<file path="config.mk">
export PLATFORM = sky130hd
export DESIGN_NAME = pc_stack
export DESIGN_NICKNAME = d
export VERILOG_FILES = /design/src/rtl/pc_stack_pkg.sv /design/src/rtl/pc_stack_lifo_mem.sv /design/src/rtl/pc_stack.sv
export SDC_FILE = /design/constraint.sdc
export NUM_CORES = 1
export LEC_CHECK = 0
export ABC_CLOCK_PERIOD_IN_PS = 7100
export CAP_MARGIN = 20
export CORE_UTILIZATION = 50
export DETAILED_ROUTE_END_ITERATION = 8
export HOLD_SLACK_MARGIN = 0.15
export MAX_ROUTING_LAYER = met4
export PLACE_DENSITY = 0.71
export SETUP_SLACK_MARGIN = 0.15
export SLEW_MARGIN = 15
export SYNTH_ARGS = -nofsm -noshare
export SYNTH_HDL_FRONTEND = slang
export SYNTH_SLANG_ARGS = --single-unit
export TNS_END_PERCENT = 30
</file>
<file path="constraint.sdc">
create_clock -name clk -period 7.1 [get_ports clk]
set_input_delay 0.71 -clock clk [delete_from_list [all_inputs] [get_ports clk]]
set_output_delay 0.71 -clock clk [all_outputs]
set_load 0.1 [all_outputs]
</file>
<file path="src/rtl/pc_stack_pkg.sv">
// ============================================================================
// Module  : pc_stack_pkg
// Purpose : Operation encoding and priority decode shared by pc_stack.
// Rev     : 1.0  initial release
// ============================================================================
`default_nettype none

package pc_stack_pkg;

    typedef enum logic [2:0] {
        OP_HOLD = 3'd0,
        OP_INC  = 3'd1,
        OP_LOAD = 3'd2,
        OP_CALL = 3'd3,
        OP_RET  = 3'd4
    } pc_op_e;

    // One operation per edge: ret > call > load > inc > hold.
    function automatic pc_op_e decode_op(input logic ret, input logic call,
                                         input logic load, input logic inc);
        if (ret)       return OP_RET;
        else if (call) return OP_CALL;
        else if (load) return OP_LOAD;
        else if (inc)  return OP_INC;
        else           return OP_HOLD;
    endfunction

endpackage

`default_nettype wire

</file>
<file path="src/rtl/pc_stack_lifo_mem.sv">
// ============================================================================
// Module  : lifo_mem
// Purpose : WIDTH x DEPTH return-address stack with occupancy count and top.
// Rev     : 1.0  initial release
// ============================================================================
`default_nettype none

module lifo_mem #(
    parameter  int WIDTH = 16,
    parameter  int DEPTH = 8,
    localparam int SPW   = $clog2(DEPTH + 1)
) (
    input  logic             clk,
    input  logic             reset,
    input  logic             push,
    input  logic             pop,
    input  logic [WIDTH-1:0] din,
    output logic [WIDTH-1:0] top,
    output logic [SPW-1:0]   sp,
    output logic             empty,
    output logic             full
);

    localparam int AW = (DEPTH > 1) ? $clog2(DEPTH) : 1;

    logic [WIDTH-1:0] r_mem [DEPTH];
    logic [SPW-1:0]   r_sp;
    logic [SPW-1:0]   w_sp_m1;
    logic [AW-1:0]    w_wr_idx;
    logic [AW-1:0]    w_rd_idx;
    logic             w_push_ok;
    logic             w_pop_ok;

    assign empty     = (r_sp == '0);
    assign full      = (r_sp == SPW'(DEPTH));
    assign sp        = r_sp;
    assign w_sp_m1   = r_sp - SPW'(1);
    assign w_wr_idx  = r_sp[AW-1:0];
    assign w_rd_idx  = w_sp_m1[AW-1:0];
    // Pop wins a simultaneous request so the array never disagrees with sp.
    assign w_pop_ok  = pop & ~empty;
    assign w_push_ok = push & ~full & ~pop;

    // Entries are never cleared; an empty stack masks them from top.
    assign top = empty ? '0 : r_mem[w_rd_idx];

    always_ff @(posedge clk) begin
        if (w_push_ok) begin
            r_mem[w_wr_idx] <= din;
        end
    end

    always_ff @(posedge clk or posedge reset) begin
        if (reset) begin
            r_sp <= '0;
        end else if (w_pop_ok) begin
            r_sp <= w_sp_m1;
        end else if (w_push_ok) begin
            r_sp <= r_sp + SPW'(1);
        end
    end

endmodule

`default_nettype wire

</file>
<file path="src/rtl/pc_stack.sv">
// ============================================================================
// Module  : pc_stack
// Purpose : Program counter with jump/inc control and hardware call/return stack.
// Rev     : 1.0  initial release
// ============================================================================
`default_nettype none

module pc_stack
    import pc_stack_pkg::*;
#(
    parameter  int WIDTH = 16,
    parameter  int DEPTH = 8,
    localparam int SPW   = $clog2(DEPTH + 1)
) (
    input  logic             clk,
    input  logic             reset,
    input  logic [WIDTH-1:0] in,
    input  logic             load,
    input  logic             inc,
    input  logic             call,
    input  logic             ret,
    output logic [WIDTH-1:0] out,
    output logic [WIDTH-1:0] top,
    output logic [SPW-1:0]   sp,
    output logic             empty,
    output logic             full,
    output logic             overflow,
    output logic             underflow
);

    logic [WIDTH-1:0] r_pc;
    logic             r_overflow;
    logic             r_underflow;

    pc_op_e           w_op;
    logic [WIDTH-1:0] w_pc_nxt;
    logic [WIDTH-1:0] w_pc_inc;
    logic             w_push;
    logic             w_pop;
    logic             w_set_ovf;
    logic             w_set_udf;

    assign w_pc_inc = r_pc + WIDTH'(1);

    always_comb begin
        w_op      = decode_op(ret, call, load, inc);
        w_pc_nxt  = r_pc;
        w_push    = 1'b0;
        w_pop     = 1'b0;
        w_set_ovf = 1'b0;
        w_set_udf = 1'b0;
        case (w_op)
            OP_RET: begin
                if (empty) begin
                    w_set_udf = 1'b1;
                end else begin
                    w_pop    = 1'b1;
                    w_pc_nxt = top;
                end
            end
            OP_CALL: begin
                // A call into a full stack is suppressed entirely, PC included.
                if (full) begin
                    w_set_ovf = 1'b1;
                end else begin
                    w_push   = 1'b1;
                    w_pc_nxt = in;
                end
            end
            OP_LOAD: w_pc_nxt = in;
            OP_INC:  w_pc_nxt = w_pc_inc;
            default: w_pc_nxt = r_pc;
        endcase
    end

    always_ff @(posedge clk or posedge reset) begin
        if (reset) begin
            r_pc        <= '0;
            r_overflow  <= 1'b0;
            r_underflow <= 1'b0;
        end else begin
            r_pc        <= w_pc_nxt;
            r_overflow  <= r_overflow | w_set_ovf;
            r_underflow <= r_underflow | w_set_udf;
        end
    end

    lifo_mem #(
        .WIDTH (WIDTH),
        .DEPTH (DEPTH)
    ) u_lifo (
        .clk   (clk),
        .reset (reset),
        .push  (w_push),
        .pop   (w_pop),
        .din   (w_pc_inc),
        .top   (top),
        .sp    (sp),
        .empty (empty),
        .full  (full)
    );

    assign out       = r_pc;
    assign overflow  = r_overflow;
    assign underflow = r_underflow;

endmodule

`default_nettype wire

</file>
==> impl_metrics.env, run 1 <==
export IMPL_vias_per_cell=6.096
export IMPL_busiest_layer="met2"
export IMPL_worst_slew_pin_slew_ps=1088
export IMPL_post_cts_resized=0
export IMPL_drv_cap=0
export IMPL_cts_sinks=150
export IMPL_drive_above_1_share=0.1629
export IMPL_synth_fp_nets=425
export IMPL_grt_max_degree=32
export IMPL_vias=4005
export IMPL_grtUsageMet2=0.3897
export IMPL_cts_tree="built"
export IMPL_skew_ps=9.556
export IMPL_root_buffer="clkbuf_16"
export IMPL_cts_htree_levels=4
export IMPL_yosys_warnings=0
export IMPL_met3_usage=0.05864
export IMPL_r2r_cells=7
export IMPL_hold_buffers=0
export IMPL_grtUsageTotal=0.2592
export IMPL_critPathRequiredTime_ps=6390
export IMPL_fillers=942
export IMPL_drt_iter0_drc=361
export IMPL_rows=41
export IMPL_status="complete, no violations"
export IMPL_port_buffers=61
export IMPL_fp_dieH_um=116.7
export IMPL_synth_ff_type="edfxtp_1"
export IMPL_clock_latency_ps=430
export IMPL_synth_edf_count=128
export IMPL_netlist_instances=400
export IMPL_final_util=0.6318
export IMPL_dp_hpwl_um=9862
export IMPL_die_w_um=116.7
export IMPL_synthXorXnorAreaFrac=0.02547
export IMPL_area_growth_pct=22.11
export IMPL_synthArstFlopShare=0.1467
export IMPL_drc=0
export IMPL_postRouteAntennaNets=0
export IMPL_period_needed_ps=5203
export IMPL_dieArea_um2=13630
export IMPL_gp_congestion=0.8022
export IMPL_synth_top_family_by_area="multiplexers"
export IMPL_synth_distinct_cells=51
export IMPL_cts_reportedPaths_clkPinSlew_ps=60
export IMPL_grt_overflow=0
export IMPL_worst_hold_slack_ps=468.7
export IMPL_fmax_mhz=192.2
export IMPL_hold_viol_final=0
export IMPL_dp_cells=623
export IMPL_hold_class="flip-flop to flip-flop"
export IMPL_period_share=0.7328
export IMPL_crit_type="flip-flop to output port"
export IMPL_tns_ps=0
export IMPL_grt_pass1_wl_um=23340
export IMPL_relSlewSlack=0.2715
export IMPL_finalNonFillerCells=657
export IMPL_synthMuxAreaShare=0.1477
export IMPL_synth_fa_ha_area_frac=0.005702
export IMPL_n_antenna_cell=0
export IMPL_use_met1=0.3459
export IMPL_wl_per_cell_um=24.10
export IMPL_setup_viol=0
export IMPL_worstSetupStartpointType="flip-flop"
export IMPL_rsz0062_at_grt="false"
export IMPL_report_final_slew_viol_count=0
export IMPL_start_util=0.5174
export IMPL_finalNetCount=497
export IMPL_hold_depth=1
export IMPL_cts_path_max_buffers=2
export IMPL_antenna_found_initial=0
export IMPL_avgSynthCellArea_um2=16.46
export IMPL_num_io_pins=62
export IMPL_drt_total_wl_um=15840
export IMPL_cts_setup_buffers=0
export IMPL_dr_pass1_iters=5
export IMPL_cp_arrival_ps=4490
export IMPL_numCtsBuffers=17
export IMPL_synthSimpleGateAreaFrac=0.07413
export IMPL_synth_area_um2=6583
export IMPL_ys_ff_latch=150
export IMPL_synth_seq_area_share=0.6676
export IMPL_grt_pass1_vias=3883
export IMPL_synth_compound_area_frac=0.05360
export IMPL_coreArea_um2=12720
export IMPL_crit_path_end_kind="output port"
export IMPL_worstPathMaxFanout=23
-- placed cells by master, fill, tap and decap left out, types with 3 or more instances in the layout --
| cell type | Yosys | final |
|---|---|---|
| edfxtp_1 | 128 | 128 |
| mux4_2 | 14 | 14 |
| o21ai_0 | 8 | 8 |
| inv_1 | 9 | 9 |
| mux4_1 | 16 | 16 |
| buf_4 | 3 | 12 |
| clkdlybuf4s50_1 | 0 | 61 |
| clkbuf_16 | 0 | 17 |
| nor2_1 | 36 | 36 |
| a21oi_1 | 11 | 11 |
| dfrtp_1 | 22 | 22 |
| a221oi_1 | 3 | 3 |
| a21o_1 | 3 | 3 |
| xor2_1 | 9 | 9 |
| ha_1 | 3 | 3 |
| nand3_1 | 9 | 9 |
| a22o_1 | 3 | 3 |
| nand2_1 | 17 | 17 |
| nand4_1 | 3 | 3 |
| and2_1 | 4 | 4 |
| a222oi_1 | 4 | 4 |
| nor3_1 | 10 | 7 |
| xnor2_1 | 7 | 7 |
| nor3_2 | 0 | 3 |
| mux2i_1 | 18 | 18 |
| bufinv_16 | 0 | 3 |
| clkinv_2 | 0 | 8 |
| mux2_2 | 5 | 5 |
| nor4_1 | 8 | 6 |
-- cells in the mapped netlist (8+ instances only) --
master      n  area [um^2]
xor2_1      9        78.83
nand2_1    17        63.81
inv_1       9        33.78
edfxtp_1  128         3844
mux2i_1    18        180.2
clkbuf_1    8        30.03
o21ai_0     8        40.04
mux4_2     14        315.3
mux4_1     16        420.4
dfrtp_1    22        550.5
nor3_1     10        50.05
nor4_1      8        50.05
a21oi_1    11        55.05
nand3_1     9        45.04
nor2_1     36        135.1
-- worst paths after layout --
path / startpoint / slack (ps) / end
max in group asynchronous: reset / 6090 / out[13]
min in group asynchronous: reset / 570 / out[3]
max: u_lifo.sp[1] / 1900 / top[9]
max reg2reg: u_lifo.sp[1] / 3770 / out[5]
min reg2reg: overflow / 470 / overflow
min: overflow / 470 / overflow
-- cells by family (layout without fill, tap and decap cells) --
family / count (synthesis) / after routing
DFF: 150 / 150
and+or+nand+nor: 99 / 99
muxes: 53 / 53
AOI/OAI and AO/OA: 46 / 46
buffers and inverters: 32 / 117
xor gates and xnor gates: 17 / 17
adders and majority gates: 3 / 3
-- registers in the layout, indices dropped and copies added, names as in the netlist --
signal	cells
u_lifo.sp	4
out	16
u_lifo.r_mem	128
underflow	1
overflow	1
-- final cells by class --
class | instances | area (um^2) | area share
inverter | 10 | 37.54 | 0.004670
clock buffer | 20 | 446.7 | 0.05557
multi-input combinational | 218 | 2067 | 0.2572
tap | 172 | 215.2 | 0.02677
sequential | 150 | 4394 | 0.5467
timing repair buffer | 75 | 743.2 | 0.09247
clock inverter | 12 | 133.9 | 0.01666
-- layer usage --
metal | share of wire | routed length (um) | up-vias
li1 | - | - | 1742
met1 | 0.43 | 6817 | 2038
met2 | 0.48 | 7531 | 199
met3 | 0.074 | 1176 | 26
met4 | 0.020 | 310 | 0
met5 | 0 | 0 | -
-- worst max-delay path, cell delays in order (launching register included) --
cell and delay (ps):
dfrtp_1 550, inv_1 180, ha_1 1010, buf_4 410, mux2i_1 130, mux4_2 500
nor2_1 120, clkdlybuf4s50_1 1150
-- through the flow --
step	setup WS (ps)	area [um^2]
global route	1715	8038
detailed placement	2389	7415
floorplan	2459	6583
global placement	2453	7415
finish	1897	8038
CTS	1889	7995
Power of run 1 is not shown: default switching activity piles up to over one toggle a cycle in this logic, so the estimate is an artifact.
==> run 2: changes to the inputs <==
--- a/config.mk
+++ b/config.mk
@@ -5,13 +5,13 @@
 export SDC_FILE = /design/constraint.sdc
 export NUM_CORES = 1
 export LEC_CHECK = 0
-export ABC_CLOCK_PERIOD_IN_PS = 7100
+export ABC_CLOCK_PERIOD_IN_PS = 4500
 export CAP_MARGIN = 20
 export CORE_UTILIZATION = 50
 export DETAILED_ROUTE_END_ITERATION = 8
 export HOLD_SLACK_MARGIN = 0.15
 export MAX_ROUTING_LAYER = met4
-export PLACE_DENSITY = 0.71
+export PLACE_DENSITY = 0.74
 export SETUP_SLACK_MARGIN = 0.15
 export SLEW_MARGIN = 15
 export SYNTH_ARGS = -nofsm -noshare
==> constraint.sdc (replaced) <==
create_clock -name clk -period 4.5 [get_ports clk]
set_input_delay 0.45 -clock clk [delete_from_list [all_inputs] [get_ports clk]]
set_output_delay 0.45 -clock clk [all_outputs]
set_load 0.1 [all_outputs]
==> run 2 against run 1 <==
Clock-buffer cell count fell by 2. Design area is 2.3% higher. Global-route usage increased by 0.87 points. Sequential share of layout area decreased by 1.2 points. Final cell count grew 0.46%. Hold slack got worse by 96 ps. Via count increased by 0.77%. First-iteration DRC count rose by 28%. Largest cell class unchanged.
==> impl_metrics.env, run 2 (same netlist as run 1, synthesis figures left out) <==
export IMPL_period_needed_ps=3773
export IMPL_timing_rr_end="out[2]"
export IMPL_worstPathMaxFanout=13
export IMPL_dr_pass1_iters=5
export IMPL_drt_iter0_drc=461
export IMPL_endpoint="top[10]"
export IMPL_fmax_mhz=265.0
export IMPL_num_io_pins=62
export IMPL_crit_type="flip-flop to output port"
export IMPL_reg2reg_slack_ps=1360
export IMPL_start_util=0.5174
export IMPL_grt_max_degree=30
export IMPL_wl_met2_um=7931
export IMPL_layout_common_cells="edfxtp_1 (128), clkdlybuf4s50_1 (43), nor2_1 (36)"
export IMPL_n_antenna_cell=0
export IMPL_dp_cells=627
export IMPL_finalNonFillerCells=660
export IMPL_dieArea_um2=13630
export IMPL_r2r_cells=7
export IMPL_cts_sinks=150
export IMPL_wl_per_cell_um=24.15
export IMPL_hold_buffers=0
export IMPL_largest_reg_flops=128
export IMPL_worstSetupStartpointType="flip-flop"
export IMPL_drive_above_1_share=0.2111
export IMPL_cts_tree="built"
export IMPL_skew_ps=6.691
export IMPL_numCtsBuffers=17
export IMPL_grt_pass1_vias=4033
export IMPL_rsz0062_at_grt="false"
export IMPL_grt_overflow=0
export IMPL_report_final_slew_viol_count=0
export IMPL_cts_htree_levels=4
export IMPL_relSlewSlack=0.2949
export IMPL_setup_viol=0
export IMPL_root_buffer="clkbuf_16"
export IMPL_grtUsageTotal=0.2679
export IMPL_layout_commonest_cell="edfxtp_1"
export IMPL_placed_area_um2=7591
export IMPL_cts_reportedPaths_clkPinSlew_ps=60
export IMPL_drt_total_wl_um=15940
export IMPL_vias_per_cell=6.115
export IMPL_crit_path_end_kind="output port"
export IMPL_critPathRequiredTime_ps=4050
export IMPL_wl_met3_um=1020
export IMPL_final_util=0.6460
export IMPL_rows=41
export IMPL_port_buffers=61
export IMPL_postRouteAntennaNets=0
export IMPL_hold_class="input port to asynchronous set/reset pin"
export IMPL_antenna_found_initial=0
export IMPL_status="complete, no violations"
export IMPL_die_w_um=116.7
export IMPL_cts_setup_buffers=0
export IMPL_hold_viol_final=0
export IMPL_drc=0
export IMPL_routedLengthMet1_um=6687
export IMPL_worst_slew_pin_slew_ps=1058
export IMPL_finalNetCount=500
export IMPL_top_register="u_lifo.r_mem"
export IMPL_dp_hpwl_um=10030
export IMPL_coreArea_um2=12720
export IMPL_r2r_start="u_lifo.sp[1]"
export IMPL_fp_dieH_um=116.7
export IMPL_tns_ps=0
export IMPL_cts_path_max_buffers=2
export IMPL_period_share=0.8386
export IMPL_cp_arrival_ps=3320
export IMPL_drv_cap=0
export IMPL_clock_latency_ps=440
export IMPL_grt_pass1_wl_um=24410
export IMPL_fin_area_um2=8219
export IMPL_vias=4036
export IMPL_crit_path_start="u_lifo.sp[1]"
export IMPL_area_growth_pct=24.86
export IMPL_gp_congestion=0.8474
export IMPL_highest_layer="met4"
export IMPL_post_cts_resized=0
==> run 2: changes by cell type in the layout (fill, tap and decap cells not counted), sizes merged <==
| cell | change |
|---|---|
| clkinvlp | +4 |
| clkbuf | -2 |
| clkinv | -4 |
| inv | +2 |
| buf | +21 |
| clkdlybuf4s50 | -18 |
==> run 2: worst min-delay path by stage <==
stage                          from  cells past startpoint  slack, ps      endpoint
final                         reset                      2        370  u_lifo.sp[2]
after global routing          reset                      2        400  u_lifo.sp[2]
after CTS                 underflow                      1        470     underflow
after detailed placement  underflow                      1        460     underflow
after global placement    underflow                      1        460     underflow
after floorplan               reset                      1        440        out[0]
==> run 2: routing by layer <==
metal | GRT usage | up-vias
met3 | 0.04982 | 27
met2 | 0.4063 | 165
met4 | 0.1046 | 0
met1 | 0.3621 | 2095
li1 | - | 1749
met5 | - | -
==> run 2: cell type report <==
type	instances	area [um^2]
clock buffer	18	439.2
clock inverter	14	173.9
fill	917	4503
inverter	10	37.54
multi-input combinational	218	2058
sequential	150	4394
tap	172	215.2
timing repair buffer	78	900.9
==> run 2: worst max-delay path, cell delays in order, from the launching register on <==
cell     delay (ps)
dfrtp_1         510
inv_1           200
ha_1            390
xor2_4          570
mux4_1          650
mux2i_1         230
nor2_1          110
buf_12          200
==> run 2: per-stage QoR <==
stage / hold slack, ps / setup slack [ps]
3_5_place_dp: 458.8 / 1192
2_1_floorplan: 439.2 / 119.4
4_1_cts: 473.4 / 702.8
6_report: 373.0 / 726.5
3_3_place_gp: 459.4 / 1282
5_1_grt: 395.6 / 560.9
Power of run 2 is left out for the same reason.
